$ cat config.mk
export PLATFORM = sky130hd
export DESIGN_NAME = bcd_conv_arbiter
export DESIGN_NICKNAME = d
export VERILOG_FILES = /design/src/rtl/bcd_conv_arbiter.sv
export SDC_FILE = /design/constraint.sdc
export NUM_CORES = 1
export LEC_CHECK = 0
export ABC_AREA = 1
export CORE_MARGIN = 2
export CORE_UTILIZATION = 43
export DETAILED_ROUTE_END_ITERATION = 10
export PLACE_DENSITY = 0.76
export SLEW_MARGIN = 20
export SYNTH_ARGS = -nofsm -noshare
export SYNTH_HDL_FRONTEND = slang
export SYNTH_SLANG_ARGS = --single-unit
$ cat constraint.sdc
create_clock -name clk -period 3.6 [get_ports clk]
set_clock_uncertainty 0.1 [all_clocks]
set_input_delay 0.72 -clock clk [delete_from_list [all_inputs] [get_ports clk]]
set_output_delay 0.72 -clock clk [all_outputs]
set_load 0.02 [all_outputs]
$ cat src/rtl/bcd_conv_arbiter.sv
// ---------------------------------------------------------------------------
// bcd_conv_arbiter
//
// Shares one sequential shift-add-3 (double-dabble) binary-to-BCD engine
// between two requesters using round-robin arbitration. A requester holds a
// level request until it sees a one-cycle ack; the engine then converts one
// operand bit per clock, MSB first, and publishes three BCD digits plus a
// sign flag for the 7-segment decoders and sign LED.
//
// Optional feature (compile-time macro BCD_SIGNED_EN):
//   defined   : operands are two's complement; the magnitude is converted and
//               'negative' reports the sign.
//   undefined : operands are unsigned; 'negative' is always 0.
//
// Parameters:
//   WIDTH     operand width in bits, 4..9 (three BCD digits cover up to 511)
//
// Ports:
//   clk       system clock, rising edge
//   reset     synchronous, active-high reset
//   req0/in0  requester 0 level request and operand
//   req1/in1  requester 1 level request and operand
//   ack0/ack1 one-cycle pulse when that requester's result is valid
//   busy      high from the cycle after grant through the result cycle
//   valid     one-cycle pulse coincident with ack0/ack1
//   owner     requester index of the most recent result (held)
//   centena   hundreds BCD digit (held)
//   dezena    tens BCD digit (held)
//   unidade   units BCD digit (held)
//   negative  sign of the most recent result (held)
// ---------------------------------------------------------------------------
module bcd_conv_arbiter #(
  parameter int WIDTH = 8
) (
  input  logic             clk,
  input  logic             reset,
  input  logic             req0,
  input  logic [WIDTH-1:0] in0,
  input  logic             req1,
  input  logic [WIDTH-1:0] in1,
  output logic             ack0,
  output logic             ack1,
  output logic             busy,
  output logic             valid,
  output logic             owner,
  output logic [3:0]       centena,
  output logic [3:0]       dezena,
  output logic [3:0]       unidade,
  output logic             negative
);

  localparam int CW = $clog2(WIDTH);

  typedef enum logic [1:0] {
    IDLE,
    SHIFT,
    DONE
  } state_t;

  state_t           state_q, state_d;
  logic [CW-1:0]    cnt_q;
  logic [11:0]      work_q;
  logic [WIDTH-1:0] op_q;
  logic             sign_q;
  logic             gid_q;
  logic             last_grant_q;

  logic             grant;
  logic             grant_id;
  logic [WIDTH-1:0] sel_in;
  logic [WIDTH-1:0] mag;
  logic             sgn;
  logic [11:0]      work_adj;
  logic [11:0]      work_shift;
  logic [WIDTH-1:0] op_shift;

  // Next-state, arbitration and handshake outputs.
  // NOTE: every signal written here gets a default first, so no path can
  // leave one unassigned and infer a latch.
  always_comb begin
    state_d  = state_q;
    grant    = 1'b0;
    grant_id = 1'b0;
    busy     = (state_q != IDLE);
    valid    = (state_q == DONE);
    ack0     = (state_q == DONE) && !gid_q;
    ack1     = (state_q == DONE) &&  gid_q;

    case (state_q)
      IDLE: begin
        if (req0 && req1) begin
          // Tie goes to whoever was not served last.
          grant    = 1'b1;
          grant_id = ~last_grant_q;
        end else if (req0) begin
          grant    = 1'b1;
          grant_id = 1'b0;
        end else if (req1) begin
          grant    = 1'b1;
          grant_id = 1'b1;
        end
        if (grant) state_d = SHIFT;
      end
      SHIFT:   if (cnt_q == '0) state_d = DONE;
      DONE:    state_d = IDLE;
      default: state_d = IDLE;
    endcase
  end

  // Operand magnitude and sign of the requester being granted.
  always_comb begin
    sel_in = grant_id ? in1 : in0;
`ifdef BCD_SIGNED_EN
    sgn = sel_in[WIDTH-1];
    // Two's-complement negate in WIDTH bits; the most-negative value maps to
    // 2^(WIDTH-1), which the unsigned shift path converts correctly.
    mag = sgn ? (~sel_in + WIDTH'(1)) : sel_in;
`else
    sgn = 1'b0;
    mag = sel_in;
`endif
  end

  // One double-dabble step: add 3 to each digit >= 5, then shift the
  // operand's MSB into the BCD register.
  always_comb begin
    work_adj = work_q;
    for (int i = 0; i < 3; i++) begin
      if (work_q[4*i +: 4] >= 4'd5) work_adj[4*i +: 4] = work_q[4*i +: 4] + 4'd3;
    end
    {work_shift, op_shift} = {work_adj, op_q} << 1;
  end

  // NOTE: all state here uses non-blocking assignments so every register
  // samples the pre-edge values, independent of statement order.
  always_ff @(posedge clk) begin
    if (reset) begin
      state_q      <= IDLE;
      cnt_q        <= '0;
      work_q       <= '0;
      op_q         <= '0;
      sign_q       <= 1'b0;
      gid_q        <= 1'b0;
      last_grant_q <= 1'b1;
      owner        <= 1'b0;
      negative     <= 1'b0;
      centena      <= 4'd0;
      dezena       <= 4'd0;
      unidade      <= 4'd0;
    end else begin
      state_q <= state_d;
      case (state_q)
        IDLE: begin
          if (grant) begin
            op_q   <= mag;
            sign_q <= sgn;
            gid_q  <= grant_id;
            work_q <= '0;
            cnt_q  <= CW'(WIDTH - 1);
          end
        end
        SHIFT: begin
          work_q <= work_shift;
          op_q   <= op_shift;
          if (cnt_q == '0) begin
            // Results are loaded on the edge entering DONE so the digits are
            // already stable during the valid/ack cycle.
            centena      <= work_shift[11:8];
            dezena       <= work_shift[7:4];
            unidade      <= work_shift[3:0];
            negative     <= sign_q;
            owner        <= gid_q;
            last_grant_q <= gid_q;
          end else begin
            cnt_q <= cnt_q - CW'(1);
          end
        end
        default: ;
      endcase
    end
  end

endmodule

==> Word-level counts from Yosys, hierarchy flattened <==
Cells that the tools add are included.
{ "totals": {"reg_bits": 40, "latch_bits": 0, "ram_bits": 0, "romBits": 0, "inputBits": 20, "out_inout_bits": 18, "wordCells": 59, "memories": 0} }
{ "classes": {"n_addsub": 4, "mul": 0, "n_div": 0, "magnitude_cmp": 3, "n_eq_ne": 6, "shifts": 0, "muxes": 22, "bitwise": 1, "n_reduce_logical": 13} }
{ "op_table": {"columns": ["operator", "count"], "rows": [
  ["$pmux W12 S2", 1],
  ["$mux W8", 2],
  ["$pmux W8 S2", 1],
  ["$ge A4 B3 Y1 const B", 3],
  ["$mux W12", 1],
  ["$mux W3", 3],
  ["$add A4 B2 Y4 const B", 2],
  ["$mux W1", 8],
  ["$mux W4", 2],
  ["$ne A2 B2 Y1 const B", 4],
  ["$reduce_and A2 Y1", 4],
  ["$pmux W3 S2", 1],
  ["$mux W2", 2],
  ["$pmux W2 S2", 1],
  ["$reduce_bool A2 Y1", 2],
  ["$add A3 B2 Y3 const B", 1],
  ["$logic_and A1 B1 Y1", 3],
  ["$logic_not A3 Y1", 1],
  ["$reduce_and A3 Y1", 1],
  ["$sub A3 B1 Y3 const B", 1],
  ["$eq A2 B1 Y1 const B", 1],
  ["$eq A2 B2 Y1 const B", 1],
  ["$logic_not A2 Y1", 1],
  ["$logic_not A1 Y1", 1],
  ["$not A1 Y1", 1]
]} }

==> Depth between registers and ports, before layout <==
Gate-level depths: netlist of run 1.
{ "depth": {"ltp_word": 7, "ltp_mapped": 11, "ltp_nobuf": 11} }

==> Worst setup path after synthesis of run 1 <==
Ideal clock, no wire load.
{ "synth_path": {"kind": "register to output", "startpoint": "register state_q[1]", "endpoint": "output ack0", "t_arrival_ns": 0.878, "t_required_ns": 2.780, "path_slack_ns": 1.902, "path_stages_with_launch": 3, "n_path_buf": 0, "path_cell_list": "dfxtp_1 > inv_2 > nor3_1"} }
{ "synth_via": {"elab_chain_cells": 2} }
{ "synth_rtl": {"columns": ["element", "line", "rtl"], "rows": [
  ["start, declared", "60", "state_t state_q, state_d;"],
  ["start signal, assigned", "151", "state_q <= state_d;"],
  ["$eq A2 B2 Y1", "86", "ack0 = (state_q == DONE) && !gid_q;"],
  ["$logic_and A1 B1 Y1", "86", null],
  ["end, declared", "41", "output logic ack0,"]
]} }
No other way between the ends.

==> Final worst setup path of run 1 <==
{ "layout_path": {"startpoint": "register state_q[0]", "endpoint": "output busy"} }
{ "layout_via": {"elab_chain_cells": 1} }
{ "layout_rtl": {"columns": ["element", "line", "rtl"], "rows": [
  ["$reduce_bool A2 Y1", "84", "busy = (state_q != IDLE);"],
  ["end, declared", "43", "output logic busy,"]
]} }
No other way between the ends.

==> results.toml, run 1 <==
[synth]
syn_avg_cell_area_sq_um = 6.86
ys_types = 28
synth_edf_count = 0
post-synth-top-count-cell = "nand2_1"
async_flop_share_pct = 0
synth_area_sq_um = 2130
netlist.area_leader.share_pct = 37.6
synth-seq-cells = 40
syn-instance-count = 310
ys_warn_count = 0
yosysSeqAreaShare_pct = 37.6
yosysTopAreaCell = "dfxtp_1"
synth_nets = 338
synth_flop_cell = "dfxtp_1"
synth_common_cells = "nand2_1 (75), inv_1 (46), dfxtp_1 (40)"
synth_area_leaders = "dfxtp_1 (38%), nand2_1 (13%), inv_1 (8.1%)"

[sta]
period_share_pct = 69.8
relSlewSlack_pct = 57.8
period_minus_slack_ns = 2.51
finalHoldViolCount = 0
rsz0062_at_grt = "no"
finalSetupTns_ns = 0
fmax_ghz = 0.398
setup-violations-final = 0
worstMarginPinSlew_ns = 0.632
slew_viol_final = 0
hold_ws_ns = 0.369

[clocking]
clkLatencyLatePin_ns = 0.29
root_buffer = "clkbuf_8"
hold_buffers = 0
clock-sinks = 40
clk_path_buf_depth = 2
cts_resized = 0
post_cts_buffers = 0
path_clk_slew_ns = 0.07
cts_buffers = 5
h-tree-depth = 2
cts_tree = "done"

[global_route]
grt_pass1_wl_mm = 7.48
grt_usage_pct = 17.2
grt-ovfl-total = 0
grt_antenna_before_repair = 0
grt_pass1_vias = 1738
grt_max_degree = 33

[critical_path]
critPathLaunchType = "flop"
path_cells = "nor2_2 > inv_1 > clkdlybuf4s50_1"
critical_path.endpoint = "busy"
rrSetupSlack_ns = 1.99
r2r-start = "cnt_q[0]"
cp_max_fo = 11
cp.arrival_ns = 1.69
worstPathRequired_ns = 2.78
crit_type = "reg -> out"
reg2reg_depth = 7
crit_start = "state_q[0]"
critPathMaxStageDelay_ns = 0.55
rr_endpoint = "dezena[0]"
cp-end-kind = "primary output"
slowest_stage = "clkdlybuf4s50_1"

[pwr]
clkPwrFrac_pct = 33.8
p_seq_share_pct = 43.2
netSwitchingFraction_pct = 28.5
p_leak_uw = 0.00121
power.total_uw = 1170
peakVddDrop_mv = 0.242
p_sw_uw = 333
p_comb_share_pct = 23.0
p_int_uw = 836
power_density_nw_per_um2 = 445

[layout]
synthToLayoutAreaGrowth_pct = 23.4
final-seq-area_sq_um = 801
fillers = 477
num-nets-final = 371
multi_input_area_sq_um = 1050
final_core_util_pct = 55.2
diodes = 0
drive_above_1_share_pct = 6.69

[routing]
via_per_inst = 4.76
drt_iter0_markers = 127
avgRoutedWirePerCell_um = 10.4
via_count = 1957
dr.pass1.iters = 4
drcViolationCount = 0
wl_mm = 4.28
ant_nets = 0

[place]
io_buffers = 36
hpwl_mm = 3.03
gp_congestion = 0.806

[die]
die_area_sq_um = 5520
rows = 25
die_x_um = 74.3
core_area_sq_um = 4750
io_pins = 38
die_y_um = 74.3
start_util_pct = 44.7

[worst_hold_path]
hp-class = "reg -> reg"

[job]
maxCapViolations = 0

[run_status]
status = "complete, no violations"
metal layers:
metal	GRT usage [%]	wire length, um	vias to the layer above
met5	0	0	-
met4	7.14	70	0
met3	4.47	243	6
met2	29.5	1950	61
met1	20.4	2010	845
li1	-	-	1045
power groups by stage:
stage | Clock [uW] | Combinational (uW) | Sequential (uW)
floorplan | 0 | 174 | 532
global placement | 0 | 263 | 514
detailed placement | 0 | 269 | 515
CTS | 406 | 271 | 505
global route | 425 | 304 | 510
finish | 395 | 268 | 505
worst min path at each step:
stage                     startpoint        to  slack, ns  depth (start not counted)
after floorplan             cnt_q[2]  cnt_q[2]       0.34                          2
final                       cnt_q[2]  cnt_q[2]       0.37                          2
after global routing        cnt_q[2]  cnt_q[2]       0.39                          2
after CTS                   cnt_q[2]  cnt_q[2]       0.37                          2
after global placement      cnt_q[2]  cnt_q[2]       0.35                          2
after detailed placement    cnt_q[2]  cnt_q[2]       0.36                          2
flip-flops by register name, indices dropped and copies added, names as in the netlist:
signal	flops
cnt_q	3
unidade	4
owner	1
last_grant_q	1
work_q	12
op_q	8
centena	4
dezena	4
gid_q	1
state_q	2
area by class of cell:
cell class / instances / share of cell area [%]
well taps: 67 / 3.20
repair buffers: 37 / 14.0
multi-input cells: 208 / 40.1
clock buffers: 7 / 3.67
flip-flops and latches: 40 / 30.5
clock inverters: 1 / 1.14
inverters: 51 / 7.34
stage by stage:
stage	setup WS, ns	cells	cell area, sq um
floorplan	1.90	310	2130
global placement	1.07	403	2500
detailed placement	1.01	403	2500
CTS	1.06	411	2620
global route	0.920	411	2620
finish	1.09	411	2620
cell usage in the layout (no fill, tap or decap), types with 2 or more instances in the layout:
cell	count
nand2_1	75
inv_1	46
dfxtp_1	40
clkdlybuf4s50_1	36
nor2_1	29
a21oi_1	27
nand3_1	21
nand4_1	12
o21ai_0	10
ha_1	8
a21boi_1	7
clkbuf_8	7
o21ai_1	5
inv_2	4
nand2_2	3
a21o_1	2
worst max-delay path: cells and delay by family (launching register included):
| kind | cells | cell delay, ns |
|---|---|---|
| buf+inv | 2 | 0.63 |
| flops | 1 | 0.37 |
| simple gates | 1 | 0.40 |
cell families (layout without fill, tap and decap cells):
group / count (synthesis) / count (layout) / synth area share, %
adders and majority gates: 8 / 8 / 4.71
and+or+nand+nor: 147 / 147 / 31.1
other: 1 / 1 / 0.176
AOI/OAI and AO/OA: 52 / 52 / 13.5
DFF: 40 / 40 / 37.6
buffers and inverters: 62 / 96 / 12.9
Note: power is estimated with default switching activity, not from simulation.
==> run 2, diff against run 1 <==
==> constraint.sdc (replaced) <==
create_clock -name clk -period 2.44 [get_ports clk]
set_clock_uncertainty 0.1 [all_clocks]
set_input_delay 0.488 -clock clk [delete_from_list [all_inputs] [get_ports clk]]
set_output_delay 0.488 -clock clk [all_outputs]
set_load 0.02 [all_outputs]
==> results.toml, run 2 (synthesis results as in run 1) <==
[run_status]
status = "complete, no violations"

[clocking]
h-tree-depth = 2
cts_buffers = 5
post_cts_buffers = 0
clkLatencyLatePin_ns = 0.29
hold_buffers = 0
root_buffer = "clkbuf_8"
path_clk_slew_ns = 0.08
clk_path_buf_depth = 2
cts_tree = "done"
clock-sinks = 40
cts_resized = 0

[layout]
diodes = 0
layout_common_cells = "nand2_1 (75), inv_1 (46), dfxtp_1 (40)"
largest_reg_flops = 12
regMostFlops = "work_q"
fillers = 483
top_regs = "work_q x12, op_q x8"
multi_input_area_sq_um = 1050
synthToLayoutAreaGrowth_pct = 22.7
stdcell_area_sq_um = 2610
drive_above_1_share_pct = 7.23
final-seq-area_sq_um = 801
final_common_cell = "nand2_1"
num-nets-final = 373
final_cells = 413

[sta]
setup-violations-final = 0
rsz0062_at_grt = "no"
fin_ws_ns = 0.317
finalHoldViolCount = 0
relSlewSlack_pct = 55.9
period_minus_slack_ns = 2.12
worstMarginPinSlew_ns = 0.660
finalSetupTns_ns = 0
slew_viol_final = 0
fmax_ghz = 0.471
hold_ws_ns = 0.368
period_share_pct = 87.0

[place]
gp_congestion = 0.822
hpwl_mm = 3.03
placed_cell_area_sq_um = 2510
placedCellCount = 405
place_ws_ns = 0.351
io_buffers = 36

[die]
die_y_um = 74.3
start_util_pct = 44.7
io_pins = 38
core_area_sq_um = 4750
die_area_sq_um = 5520
die_x_um = 74.3
rows = 25

[pwr]
p_leak_uw = 0.00119
power_density_nw_per_um2 = 615
peakVddDrop_mv = 0.325

[routing]
via_per_inst = 4.70
drcViolationCount = 0
avgRoutedWirePerCell_um = 10.2
met3_length_um = 199
dr.pass1.iters = 4
via_count = 1943
drt_iter0_markers = 126
dr_wl_met2_mm = 1.87
wl_mm = 4.20
ant_nets = 0
wl_met1_mm = 2.07
dr.max_layer_used = "met4"

[critical_path]
cp.arrival_ns = 1.54
crit_type = "reg -> out"
critPathLaunchType = "flop"
cp-end-kind = "primary output"
cp_max_fo = 4
worstPathRequired_ns = 1.85

[global_route]
grt-ovfl-total = 0
grt_usage_pct = 17.2
grt_pass1_wl_mm = 7.49
grt_max_degree = 32
grt_antenna_before_repair = 0
grt_pass1_vias = 1769

[worst_hold_path]
hp-class = "reg -> reg"

[job]
maxCapViolations = 0
## run 2: cell types whose count changed in the layout (fill, tap and decap cells not counted), sizes merged
| cell | before | now |
|---|---|---|
| bufinv | 1 | 0 |
| buf | 1 | 3 |
| clkbuf | 7 | 6 |
| clkinvlp | 0 | 2 |
## run 2: worst max-delay path, cell delays in order (launching register included)
cell and delay (ns):
dfxtp_1 0.39, inv_2 0.08, nor3_1 0.13, clkdlybuf4s50_1 0.63
## run 2: stage by stage
stage                     total power, uW  utilization, %
after floorplan                      1040               -
after global placement               1150            52.8
after detailed placement             1170            52.8
after CTS                            1620            54.9
after global routing                 1700            54.9
final                                1610            54.9
## run 2: worst paths after layout
check,start,to,slack (ns),cells past startpoint
setup / recovery,state_q[1],ack0,0.32,3
hold / removal,work_q[9],work_q[9],0.37,2
setup reg to reg,cnt_q[0],dezena[1],0.82,7
hold reg to reg,work_q[9],work_q[9],0.37,2
## run 2: where the power goes
group          switching (uW)  internal (uW)  leakage, uW
Sequential               33.7            712     0.000327
Clock                     229            229    0.0000434
Combinational             236            166     0.000825
## run 2: layout make-up
type                       instances  area share [%]
inverter                          51            7.38
sequential                        40            30.7
clock inverter                     2           0.575
timing repair buffer              39            14.7
clock buffer                       6            3.16
tap                               67            3.21
multi-input combinational        208            40.3
## run 2: layer usage
layer	vias to the layer above	GRT usage [%]
li1	1052	-
met4	0	5.95
met5	-	0
met3	5	3.12
met1	837	23.0
met2	49	28.0
